<file path="src/rtl/mult_div_pkg.sv">
// Shared encodings for mult_div_unit: FSM states, op codes and the default operand width.
package mult_div_pkg;

  localparam int DEFAULT_WIDTH = 32;

  typedef enum logic [1:0] {
    IDLE = 2'd0,
    MULT = 2'd1,
    DIV  = 2'd2,
    FIN  = 2'd3
  } state_t;

  localparam int OP_DIV_BIT = 0;
  localparam int OP_UNS_BIT = 1;

  localparam logic [1:0] OP_MUL  = 2'b00;
  localparam logic [1:0] OP_DIV  = 2'b01;
  localparam logic [1:0] OP_MULU = 2'b10;
  localparam logic [1:0] OP_DIVU = 2'b11;

endpackage

</file>
<file path="src/rtl/mult_div_unit_div_restore_step.sv">
// One shift-subtract-restore iteration of unsigned restoring division (combinational).
// The next dividend bit comes from the top of quoIn; the new quotient bit enters at its bottom.
module div_restore_step #(
  parameter int WIDTH = 32
) (
  input  logic [WIDTH-1:0] remIn,
  input  logic [WIDTH-1:0] quoIn,
  input  logic [WIDTH-1:0] divisor,
  output logic [WIDTH-1:0] remOut,
  output logic [WIDTH-1:0] quoOut
);

  logic [WIDTH:0] shifted;
  logic [WIDTH:0] diff;

  assign shifted = {remIn, quoIn[WIDTH-1]};
  assign diff    = shifted - {1'b0, divisor};

  // Bit WIDTH of diff is the borrow: set means the trial subtract went negative, so restore.
  assign remOut = diff[WIDTH] ? shifted[WIDTH-1:0] : diff[WIDTH-1:0];
  assign quoOut = {quoIn[WIDTH-2:0], ~diff[WIDTH]};

endmodule

</file>
<file path="src/rtl/mult_div_unit.sv">
// Iterative Booth multiplier / restoring divider; WIDTH+1 cycles per op (1 for divide-by-zero).
// start is honoured only in IDLE and dropped otherwise; MULTDIV_UNSIGNED_EN adds op[1] unsigned ops.
module mult_div_unit
  import mult_div_pkg::*;
#(
  parameter int WIDTH = DEFAULT_WIDTH
) (
  input  logic             clk,
  input  logic             rst,
  input  logic             start,
  input  logic [1:0]       op,
  input  logic [WIDTH-1:0] a,
  input  logic [WIDTH-1:0] b,
  output logic             busy,
  output logic             done,
  output logic             div_zero,
  output logic [WIDTH-1:0] hi,
  output logic [WIDTH-1:0] lo
);

  localparam int CW = $clog2(WIDTH);

  state_t         state, nextState;
  logic [CW-1:0]  iterCnt;
  logic [WIDTH:0] acc;       // Booth accumulator; low bits double as the partial remainder
  logic [WIDTH-1:0] qReg;    // multiplier being consumed, or dividend turning into quotient
  logic           qm1;
  logic [WIDTH:0] operandM;  // extended multiplicand, or divisor magnitude
  logic           hiCorr;
  logic           negQuo;
  logic           negRem;
  logic           dzFlag;

  logic opUns;
`ifdef MULTDIV_UNSIGNED_EN
  assign opUns = op[OP_UNS_BIT];
`else
  logic unusedOpBit;
  assign opUns       = 1'b0;
  assign unusedOpBit = op[OP_UNS_BIT];
`endif

  logic isDiv, bZero, lastIter, aNeg, bNeg;
  logic [WIDTH-1:0] magA, magB;

  assign isDiv    = op[OP_DIV_BIT];
  assign bZero    = (b == '0);
  assign lastIter = (iterCnt == CW'(WIDTH - 1));
  assign aNeg     = !opUns && a[WIDTH-1];
  assign bNeg     = !opUns && b[WIDTH-1];
  assign magA     = aNeg ? -a : a;
  assign magB     = bNeg ? -b : b;

  always_ff @(posedge clk or posedge rst) begin
    if (rst) state <= IDLE;
    else     state <= nextState;
  end

  always_comb begin
    nextState = state;
    case (state)
      IDLE: begin
        if (start) begin
          if (!isDiv)     nextState = MULT;
          else if (bZero) nextState = FIN;
          else            nextState = DIV;
        end
      end
      MULT, DIV: if (lastIter) nextState = FIN;
      FIN:       nextState = IDLE;
      default:   nextState = IDLE;
    endcase
  end

  logic [WIDTH:0]   boothSum, boothAcc;
  logic [WIDTH-1:0] boothQ;

  always_comb begin
    boothSum = acc;
    case ({qReg[0], qm1})
      2'b01:   boothSum = acc + operandM;
      2'b10:   boothSum = acc - operandM;
      default: boothSum = acc;
    endcase
    boothAcc = {boothSum[WIDTH], boothSum[WIDTH:1]};
    boothQ   = {boothSum[0], qReg[WIDTH-1:1]};
  end

  logic [WIDTH-1:0] stepRem, stepQuo;

  div_restore_step #(.WIDTH(WIDTH)) uStep (
    .remIn  (acc[WIDTH-1:0]),
    .quoIn  (qReg),
    .divisor(operandM[WIDTH-1:0]),
    .remOut (stepRem),
    .quoOut (stepQuo)
  );

  // Booth treats the multiplier as signed; an unsigned multiplier with its top bit set
  // is short by multiplicand * 2^WIDTH, restored here on the high half.
  logic [WIDTH-1:0] mulHi, divHi, divLo;
  assign mulHi = boothAcc[WIDTH-1:0] + (hiCorr ? operandM[WIDTH-1:0] : '0);
  assign divLo = negQuo ? -stepQuo : stepQuo;
  assign divHi = negRem ? -stepRem : stepRem;

  always_ff @(posedge clk or posedge rst) begin
    if (rst) begin
      iterCnt  <= '0;
      acc      <= '0;
      qReg     <= '0;
      qm1      <= 1'b0;
      operandM <= '0;
      hiCorr   <= 1'b0;
      negQuo   <= 1'b0;
      negRem   <= 1'b0;
      dzFlag   <= 1'b0;
      hi       <= '0;
      lo       <= '0;
    end else begin
      case (state)
        IDLE: begin
          if (start) begin
            iterCnt <= '0;
            acc     <= '0;
            qm1     <= 1'b0;
            dzFlag  <= isDiv && bZero;
            if (!isDiv) begin
              operandM <= opUns ? {1'b0, a} : {a[WIDTH-1], a};
              qReg     <= b;
              hiCorr   <= opUns && b[WIDTH-1];
              negQuo   <= 1'b0;
              negRem   <= 1'b0;
            end else begin
              operandM <= {1'b0, magB};
              qReg     <= magA;
              hiCorr   <= 1'b0;
              negQuo   <= aNeg ^ bNeg;
              negRem   <= aNeg;
            end
          end
        end
        MULT: begin
          acc     <= boothAcc;
          qReg    <= boothQ;
          qm1     <= qReg[0];
          iterCnt <= iterCnt + CW'(1);
          if (lastIter) begin
            hi <= mulHi;
            lo <= boothQ;
          end
        end
        DIV: begin
          acc     <= {1'b0, stepRem};
          qReg    <= stepQuo;
          iterCnt <= iterCnt + CW'(1);
          if (lastIter) begin
            hi <= divHi;
            lo <= divLo;
          end
        end
        default: ;
      endcase
    end
  end

  assign busy     = (state == MULT) || (state == DIV);
  assign done     = (state == FIN);
  assign div_zero = (state == FIN) && dzFlag;

endmodule

</file>
<file path="config.mk">
export PLATFORM = sky130hd
export DESIGN_NAME = mult_div_unit
export DESIGN_NICKNAME = d
export VERILOG_FILES = /design/src/rtl/mult_div_pkg.sv /design/src/rtl/mult_div_unit_div_restore_step.sv /design/src/rtl/mult_div_unit.sv
export SDC_FILE = /design/constraint.sdc
export NUM_CORES = 1
export LEC_CHECK = 0
export CELL_PAD_IN_SITES_DETAIL_PLACEMENT = 2
export CELL_PAD_IN_SITES_GLOBAL_PLACEMENT = 2
export CORE_UTILIZATION = 38
export DETAILED_ROUTE_END_ITERATION = 6
export PLACE_DENSITY = 0.88
export SLEW_MARGIN = 10
export SYNTH_ARGS = -nofsm -noshare
export SYNTH_HDL_FRONTEND = slang
export SYNTH_SLANG_ARGS = --single-unit
</file>
<file path="constraint.sdc">
create_clock -name clk -period 16.55 [get_ports clk]
set_clock_uncertainty 0.2 [all_clocks]
set_input_delay 3.31 -clock clk [delete_from_list [all_inputs] [get_ports clk]]
set_output_delay 3.31 -clock clk [all_outputs]
set_load 0.02 [all_outputs]
</file>
### Word-level counts from Yosys, hierarchy flattened

Index checks and enable logic that the tools add are counted.

| word-level totals | value |
|---|---|
| register bits after elaboration | 173 |
| input bits | 69 |
| logic and storage cells | 76 |

| operators by class | value |
|---|---|
| add/subtract/negate cells | 8 |
| equal/unequal tests | 10 |
| multiplexer cells | 29 |
| bitwise logic cells | 2 |
| reductions and logical operators | 16 |

Operator list:

| kind | number |
|---|---|
| two-way mux 32 bit | 11 |
| negator 32 bit | 4 |
| case mux 32 bit (2 select lines) | 2 |
| case mux 33 bit (3 select lines) | 1 |
| case mux 32 bit (3 select lines) | 1 |
| two-way mux 33 bit | 2 |
| case mux 33 bit (2 select lines) | 1 |
| adder 33 bit | 1 |
| subtractor 33 x 32 -> 33 bit | 1 |
| subtractor 33 bit | 1 |
| zero test 32 bit | 1 |
| case mux 5 bit (2 select lines) | 1 |
| AND reduction 2 bit | 5 |
| == test 2 bit (second input constant) | 3 |
| two-way mux 2 bit | 3 |
| inequality test 2 bit (second input constant) | 3 |
| case mux 2 bit (3 select lines) | 1 |
| nonzero test 2 bit | 3 |
| adder 5 x 1 -> 5 bit (second input constant) | 1 |
| == test 5 bit (second input constant) | 1 |
| two-way mux 5 bit | 1 |
| == test 2 x 1 -> 1 bit (second input constant) | 2 |
| two-way mux 1 bit | 4 |
| AND reduction 3 bit | 1 |
| 9 further kinds | 10 |

### Logic depth before layout (Yosys ltp)

Gate-level depths: netlist of the first run.

| logic depth | value |
|---|---|
| depth in word-level cells | 6 |
| mapped depth | 24 |
| depth with buffers taken out | 21 |

### Hierarchy

From an unflattened synthesis of the first run, not the netlist that was laid out.

| unflattened totals | value |
|---|---|
| cells, all modules | 1,995 |
| area, all modules | 15,986.6 sq um |

By module, submodules not included:

| module | times used | cells an instance | area an instance (sq um) | sequential area each (sq um) |
|---|---|---|---|---|
| mult_div_unit | 1 | 1,659 | 13,395.3 | 4,329.2 |
| div_restore_step | 1 | 336 | 2,591.2 | 0.0 |

### Worst setup path after synthesis of the first run

No wires, ideal clock.

| path | value |
|---|---|
| path type | input to register |
| start point | input port b[7] |
| end point | register state[0] |
| library setup time | 0.066 ns |
| arrival | 5.900 ns |
| required time | 16.284 ns |
| slack | 10.383 ns |
| cell stages on the path | 8 |
| buffers on the path | 0 |
| cell sequence | or4_1 nor4_1 nand4_1 or3b_2 or3b_2 and3_1 o22ai_1 a22o_1 |

| on the way | value |
|---|---|
| cells in the longest elaborated chain, start to end | 5 |

Ends and longest elaborated chain:

| element | RTL line | RTL |
|---|---|---|
| start: declaration | mult_div_unit.sv:13 | `input logic [WIDTH-1:0] b,` |
| zero test 32 bit | mult_div_unit.sv:47 | `assign bZero = (b == '0);` |
| two-way mux 1 bit | mult_div_unit.sv:65 | `else if (bZero) nextState = FIN;` |
| two-way mux 2 bit | mult_div_unit.sv:64 | `if (!isDiv) nextState = MULT;` |
| two-way mux 2 bit | mult_div_unit.sv:63 | `if (start) begin` |
| case mux 2 bit (3 select lines) | mult_div_unit.sv:61 | `case (state)` |
| end signal: assignment | mult_div_unit.sv:56 | `else state <= nextState;` |
| end: declaration | mult_div_unit.sv:23 | `state_t state, nextState;` |

Every way passes these cells. The select of a mux whose other input is x is not followed.
A chain may end at the register's enable or synchronous reset.

### Worst setup path in the final report of the first run

| path | value |
|---|---|
| start point | register qReg[31] |
| end point | register hi[16] |

| on the way | value |
|---|---|
| cells in the longest elaborated chain, start to end | 6 |

Ends and longest elaborated chain:

| element | RTL line | RTL |
|---|---|---|
| start: declaration | mult_div_unit.sv:26 | `logic [WIDTH-1:0] qReg;` |
| start signal: assignment | mult_div_unit.sv:135 | `qReg <= magA;` |
| start signal: assignment | mult_div_unit.sv:144 | `qReg <= boothQ;` |
| start signal: assignment | mult_div_unit.sv:154 | `qReg <= stepQuo;` |
| subtractor 33 x 32 -> 33 bit | mult_div_unit_div_restore_step.sv:17 | `assign diff = shifted - {1'b0, divisor};` |
| two-way mux 32 bit (*) | mult_div_unit_div_restore_step.sv:20 | `assign remOut = diff[WIDTH] ? shifted[WIDTH-1:0] : diff[WIDTH-1:0];` |
| negator 32 bit | mult_div_unit.sv:104 | `assign divHi = negRem ? -stepRem : stepRem;` |
| two-way mux 32 bit (*) | mult_div_unit.sv:104 |  |
| two-way mux 32 bit (*) | mult_div_unit.sv:156 | `if (lastIter) begin` |
| case mux 32 bit (2 select lines) (*) | mult_div_unit.sv:120 | `case (state)` |
| end signal: assignment | mult_div_unit.sv:148 | `hi <= mulHi;` |
| end signal: assignment | mult_div_unit.sv:157 | `hi <= divHi;` |
| end: declaration | mult_div_unit.sv:17 | `output logic [WIDTH-1:0] hi,` |

Mark *: on every way between the ends. The rest lies on a longest branch, timed or not. The select of a mux whose other input is x is not followed.

==> results.yml, run 1 <==
setup_path:
  worstPathRequired_ps: 16660
  worstPathMaxFanout: 41
  crit_path_end_kind: "flop"
  crit_path_start_kind: "flop"
  critPathArrivalTime_ps: 8250
  cpPeakStageDelay_ps: 650
  worstSetupPathType: "reg2reg"
  cp_slowest_cell: "dfrtp_1"
  timing.critical_path.cells: "inv_1 > ha_1 > fa_1 > nand2b_1 > a211oi_4 > o21ai_2 > a21boi_1 > o2111ai_1 > nand3_1 > xor2_4 > buf_4 > inv_2 > buf_4 > nor2_1 > a21oi_1 > ha_1 > inv_1 > nor3_1 > mux2i_1 > o41ai_1 > xor2_1 > a21oi_1 > o21ai_0"
worst_hold_path:
  min_path_type: "reg2reg"
clocking:
  clk_pin_slew_ps: 80
  cts_buffer_depth: 2
  cts_tree: "yes"
  worstSkewPairLatency_ps: 480
  cts_resized: 0
  cts_hold_buf: 0
  cts_max_level: 4
  root_buffer: "clkbuf_16"
  cts_buffers: 17
  numClockSinks: 173
  post_cts_buffers: 0
synth:
  yosysUniqueCellTypes: 88
  syn_nets: 2284
  synth_area_leaders: "dfrtp_1 27%, o21ai_0 8.4%, nand2_1 7.0%"
  synth_edf_count: 0
  synth_top_family_by_area: "compound AO/OA/AOI/OAI gates"
  yosysSeqAreaShare_pct: 26.57
  netlist.area_leader.share_pct: 26.57
  ys.flop_type: "dfrtp_1"
  syn_inst: 2137
  synth_area_leader_cell: "dfrtp_1"
  async_reset_ff_share_pct: 100.0
  synth_simple_gate_area_share_pct: 20.31
  synth_area_per_cell_um2: 7.623
  synthAdderAreaFrac_pct: 6.083
  syn_area_um2: 16290
  synth_compound_area_share_pct: 27.68
  synth_xor_area_share_pct: 10.27
  synth_seq_cells: 173
  synth_mux_area_share_pct: 4.224
  yosys_warnings: 0
place:
  preCtsSetupSlack_ps: 9057
  placed_area_um2: 17950
  numPortBuffers: 134
  dp.final_hpwl_um: 57050
  routabilityCongestion: 0.9467
detailed_routing:
  detail_route.vias_per_cell: 6.663
  drc: 0
  wire_per_inst_um: 29.22
  num_vias: 18090
  dr.pass1.iters: 7
  antenna_left: 0
  drtIter0Drc: 1822
  wl_um: 79340
timing:
  max-slew-margin-rel_pct: 21.24
  finalCritPeriodShare_pct: 49.24
  fin_setup_tns_ps: 0
  setup_slack_ps: 8400
  hold_viol: 0
  clock.fmax_mhz: 122.7
  setup_violations: 0
  worst_slew_pin_slew_ps: 1181
  final.min_clock_period_ps: 8150
  rsz0062_at_grt: "no"
  slew_viol_final: 0
power_and_ir_drop:
  p_per_area_nw_per_um2: 211.9
  p_leak_nw: 7.777
  vdd_drop_max_mv: 0.1000
die:
  dieArea_um2: 43700
  rows: 75
  ios: 136
  die_x_um: 209.1
  core-area_um2: 42130
  die_h_um: 209.1
  start_util_pct: 38.66
global_routing:
  grt_max_degree: 86
  grt_pass1_wl_um: 121700
  overflow: 0
  grt_pass1_vias: 19450
  grt_usage_pct: 36.45
  antenna_found_initial: 1
cells_and_area:
  diodes: 0
  area_growth_pct: 13.74
  drive_gt1_share_pct: 5.285
  stdcell_area_um2: 18530
  fillerInstances: 4728
  mostFrequentLayoutCell: "nand2_1"
  layout_common_cells: "302 x nand2_1, 275 x o21ai_0, 173 x dfrtp_1, 144 x nor2_1, 137 x a21oi_1"
  nets: 2311
  final_core_util_pct: 43.98
flow_run:
  cap_violations: 0
run_status:
  outcome: "completed"
## per-layer routing
metal / part of all wire [%] / vias to the layer above / track usage, %
met5: 0.021 / - / 0
met4: 5.8 / 2 / 20.79
met3: 6.2 / 240 / 5.666
met2: 47 / 777 / 60.08
met1: 41 / 9258 / 45.31
li1: - / 7814 / -
## power by group
group / internal, mW / switching [mW]
combinational: 0.907 / 1.83
clock: 0.221 / 0.206
sequential: 0.518 / 0.243
## sequential cells by signal (all words and copies together) (netlist names)
name      count
hi           32
lo           32
iterCnt       5
negRem        1
negQuo        1
acc          33
qReg         32
operandM     33
state         2
qm1           1
dzFlag        1
## per-stage QoR
stage	power, mW	hold slack [ps]	std cells
global route	4.097	332.4	2715
CTS	3.826	308.4	2715
detailed placement	3.316	286.1	2684
floorplan	2.444	242.4	2137
global placement	3.138	264.9	2684
finish	3.927	303.1	2715
## layout make-up
| type | instances | area [um^2] | area share [%] |
|---|---|---|---|
| clock buffers | 20 | 466.7 | 2.519 |
| clock inverters | 11 | 108.9 | 0.5875 |
| inverters | 59 | 226.5 | 1.222 |
| multi-input cells | 1759 | 11230 | 60.63 |
| flip-flops and latches | 173 | 4329 | 23.36 |
| well taps | 539 | 674.4 | 3.640 |
| repair buffers | 154 | 1489 | 8.036 |
## synthesized netlist by cell type (all sizes together), types with 15 or more instances
cell and number:
a21o 39, a222oi 25, nand2 304, buf 25, inv 58, xor2 111, xnor2 80, nor4 20
nand3 36, dfrtp 173, o41ai 19, nor2 148, o221ai 15, ha 76, clkbuf 121, nor3 42
o31ai 34, o21ai 284, a211oi 15, nand4 24, mux2i 53, a22oi 21, nand2b 24, a21oi 139
or3 27, a31oi 30
## path summary, 6_finish.rpt
kind | startpoint | end | slack (ps) | cells past startpoint
worst max-delay path | qReg[31] | hi[16] | 8400 | 23
worst min-delay path | lo[16] | lo[16] | 300 | 2
worst max register to register | qReg[31] | hi[16] | 8400 | 23
worst min register to register | lo[16] | lo[16] | 300 | 2
max in group asynchronous | rst | qReg[16] | 10960 | 4
min in group asynchronous | rst | operandM[30] | 3070 | 2
## worst max-delay path: cells and delay by family (launching register included)
family / cells / cell delay [ps]
xor+xnor: 2 / 270
buf+inv: 5 / 1300
flops: 1 / 650
mux: 1 / 220
compound gates: 8 / 2980
simple gates: 4 / 1000
fa+ha+maj: 3 / 1270
## cells by family (layout without fill, tap and decap cells)
logic type	after synthesis	count (layout)
compound gates	715	715
simple gates	708	708
buf+inv	205	244
xor+xnor	191	191
flops	173	173
fa+ha+maj	78	78
mux	67	67
Note: power is estimated with default switching activity, not from simulation.
==> run 2, diff against run 1 <==
- CORE_UTILIZATION: 38 -> 35
- PLACE_DENSITY: 0.88 -> 0.82
- clock period: 16.55 -> 8.35 ns (I/O delays scaled with it)
==> run 2 against run 1 <==
Compared with the run above:
- the run now ends with DRC left
- sequential share of layout area shrank 0.090 points
- routed wire length shrank 8.9%
- via count shrank 4.9%
==> results.yml, run 2 (synthesis gave the netlist of run 1 again) <==
run_status:
  outcome: "finished with violations"
  violations: "DRC"
cells_and_area:
  area_growth_pct: 14.18
  nets: 2310
  fillerInstances: 5278
  mostFrequentLayoutCell: "nand2_1"
  final_cell_count_no_fill: 2777
  ff_latch_area_um2: 4329
  top_regs: "acc x33, operandM x33"
  layout_common_cells: "302 x nand2_1, 275 x o21ai_0, 173 x dfrtp_1, 144 x nor2_1, 137 x a21oi_1"
  drive_gt1_share_pct: 5.239
  stdcell_area_um2: 18600
  multiInputGateArea_um2: 11240
setup_path:
  worstPathMaxFanout: 8
  worstSetupPathType: "reg2reg"
  r2r-start: "qReg[31]"
  cp_slowest_cell: "dfrtp_1"
  cp_num_buf_inv: 4
  r2r_setup_slack_ps: 1790
  cpPeakStageDelay_ps: 600
  worstPathRequired_ps: 8460
  r2r_end: "hi[16]"
  crit_path_end_kind: "flop"
  cp_top_family: "compound AO/OA/AOI/OAI gates"
  timing.critical_path.cells: "inv_1 > ha_1 > fa_1 > nand2b_1 > a211oi_4 > o21ai_2 > a21boi_1 > buf_4 > o2111ai_1 > nand3_1 > xor2_4 > inv_2 > nor2_1 > a21oi_1 > ha_1 > inv_1 > nor4_1 > mux2i_1 > o41ai_1 > xor2_1 > a21oi_1 > o21ai_0"
  crit_path_start_kind: "flop"
  critPathArrivalTime_ps: 6680
  ff2ff_path_depth: 22
power_and_ir_drop:
  p_clk_share_pct: 11.0
  comb_power_share_pct: 69.3
  p_seq_share_pct: 19.7
  p_per_area_nw_per_um2: 398.9
  p_leak_nw: 7.769
  switching_share_pct: 56.34
  p_sw_mw: 4.180
  power.internal_mw: 3.239
  vdd_drop_max_mv: 0.1892
clocking:
  post_cts_buffers: 0
  clk_pin_slew_ps: 70
  cts_hold_buf: 0
  numClockSinks: 173
  cts_tree: "yes"
  root_buffer: "clkbuf_16"
  cts_buffers: 17
  cts_resized: 0
  cts_max_level: 4
  cts_buffer_depth: 2
  worstSkewPairLatency_ps: 470
global_routing:
  grt_pass1_wl_um: 110500
  overflow: 0
  grt_usage_pct: 30.47
  antenna_found_initial: 2
  grt_max_degree: 129
  grt_pass1_vias: 18120
place:
  numPortBuffers: 134
  place_inst: 2744
  placed_area_um2: 18020
  dp.final_hpwl_um: 55040
  preCtsSetupSlack_ps: 2065
  routabilityCongestion: 0.9358
worst_hold_path:
  min_to: "lo[21]"
  hold_depth: 2
  min_path_type: "reg2reg"
  hold_start: "lo[21]"
timing:
  hold_viol: 0
  setup_violations: 0
  fin_setup_tns_ps: 0
  max-slew-margin-rel_pct: 27.13
  setup_slack_ps: 1787
  clock.fmax_mhz: 152.4
  final.min_clock_period_ps: 6563
  rsz0062_at_grt: "no"
  slew_viol_final: 0
  worst_slew_pin_slew_ps: 1093
  finalCritPeriodShare_pct: 78.60
detailed_routing:
  drtIter0Drc: 1152
  num_vias: 17200
  antenna_left: 0
  drc: 1
  wl_um: 72290
  detail_route.vias_per_cell: 6.192
  wire_per_inst_um: 26.03
  dr.pass1.iters: 7
die:
  die_h_um: 217.7
  ios: 136
  die_x_um: 217.7
  start_util_pct: 35.67
  core-area_um2: 45670
  dieArea_um2: 47410
  rows: 78
flow_run:
  cap_violations: 0
[run 2: final cells by class]
cell class / instances / area share (%)
Multi-Input combinational cell: 1759 / 60.43
Sequential cell: 173 / 23.27
Timing Repair Buffer: 153 / 7.964
Tap cell: 600 / 4.036
Clock buffer: 21 / 2.475
Inverter: 59 / 1.218
Clock inverter: 11 / 0.5852
Antenna cell: 1 / 0.01345
[run 2: layer usage]
| metal | share of wire [%] | track usage, % | wire length (um) | up-vias |
|---|---|---|---|---|
| met3 | 4.3 | 3.863 | 3144 | 111 |
| li1 | - | - | - | 7807 |
| met2 | 49 | 52.11 | 35170 | 463 |
| met5 | 0.0097 | 0 | 7 | - |
| met4 | 3.5 | 11.21 | 2534 | 2 |
| met1 | 43 | 39.05 | 31430 | 8813 |
[run 2: power groups by stage]
stage / Sequential [mW] / Clock (mW) / Combinational, mW
global route: 1.48 / 0.859 / 5.54
CTS: 1.44 / 0.829 / 5.08
detailed placement: 1.45 / 0 / 5.01
floorplan: 1.21 / 0 / 3.63
finish: 1.46 / 0.817 / 5.14
global placement: 1.43 / 0 / 4.81
[run 2: through the flow]
step | hold WS, ps | power (mW) | util (%)
after CTS | 292.6 | 7.352 | 40.71
after global placement | 266.4 | 6.245 | 39.46
after floorplan | 242.4 | 4.844 | -
after global routing | 312.0 | 7.875 | 40.72
after detailed placement | 275.8 | 6.467 | 39.46
final | 283.6 | 7.419 | 40.72
[run 2: how the worst max path moves through the flow]
| stage | to | from | depth (start not counted) | slack, ps |
|---|---|---|---|---|
| final | hi[16] | qReg[31] | 22 | 1790 |
| after global routing | hi[16] | qReg[31] | 22 | 1610 |
| after CTS | hi[16] | qReg[31] | 22 | 1950 |
| after detailed placement | hi[16] | qReg[31] | 22 | 2070 |
| after global placement | hi[16] | qReg[31] | 22 | 2190 |
| after floorplan | acc[0] | rst | 1 | 1790 |
[run 2: worst min-delay path, cell delays in order (launching register included)]
cell,delay (ps)
dfrtp_1,340
nand2_1,50
o21ai_0,60
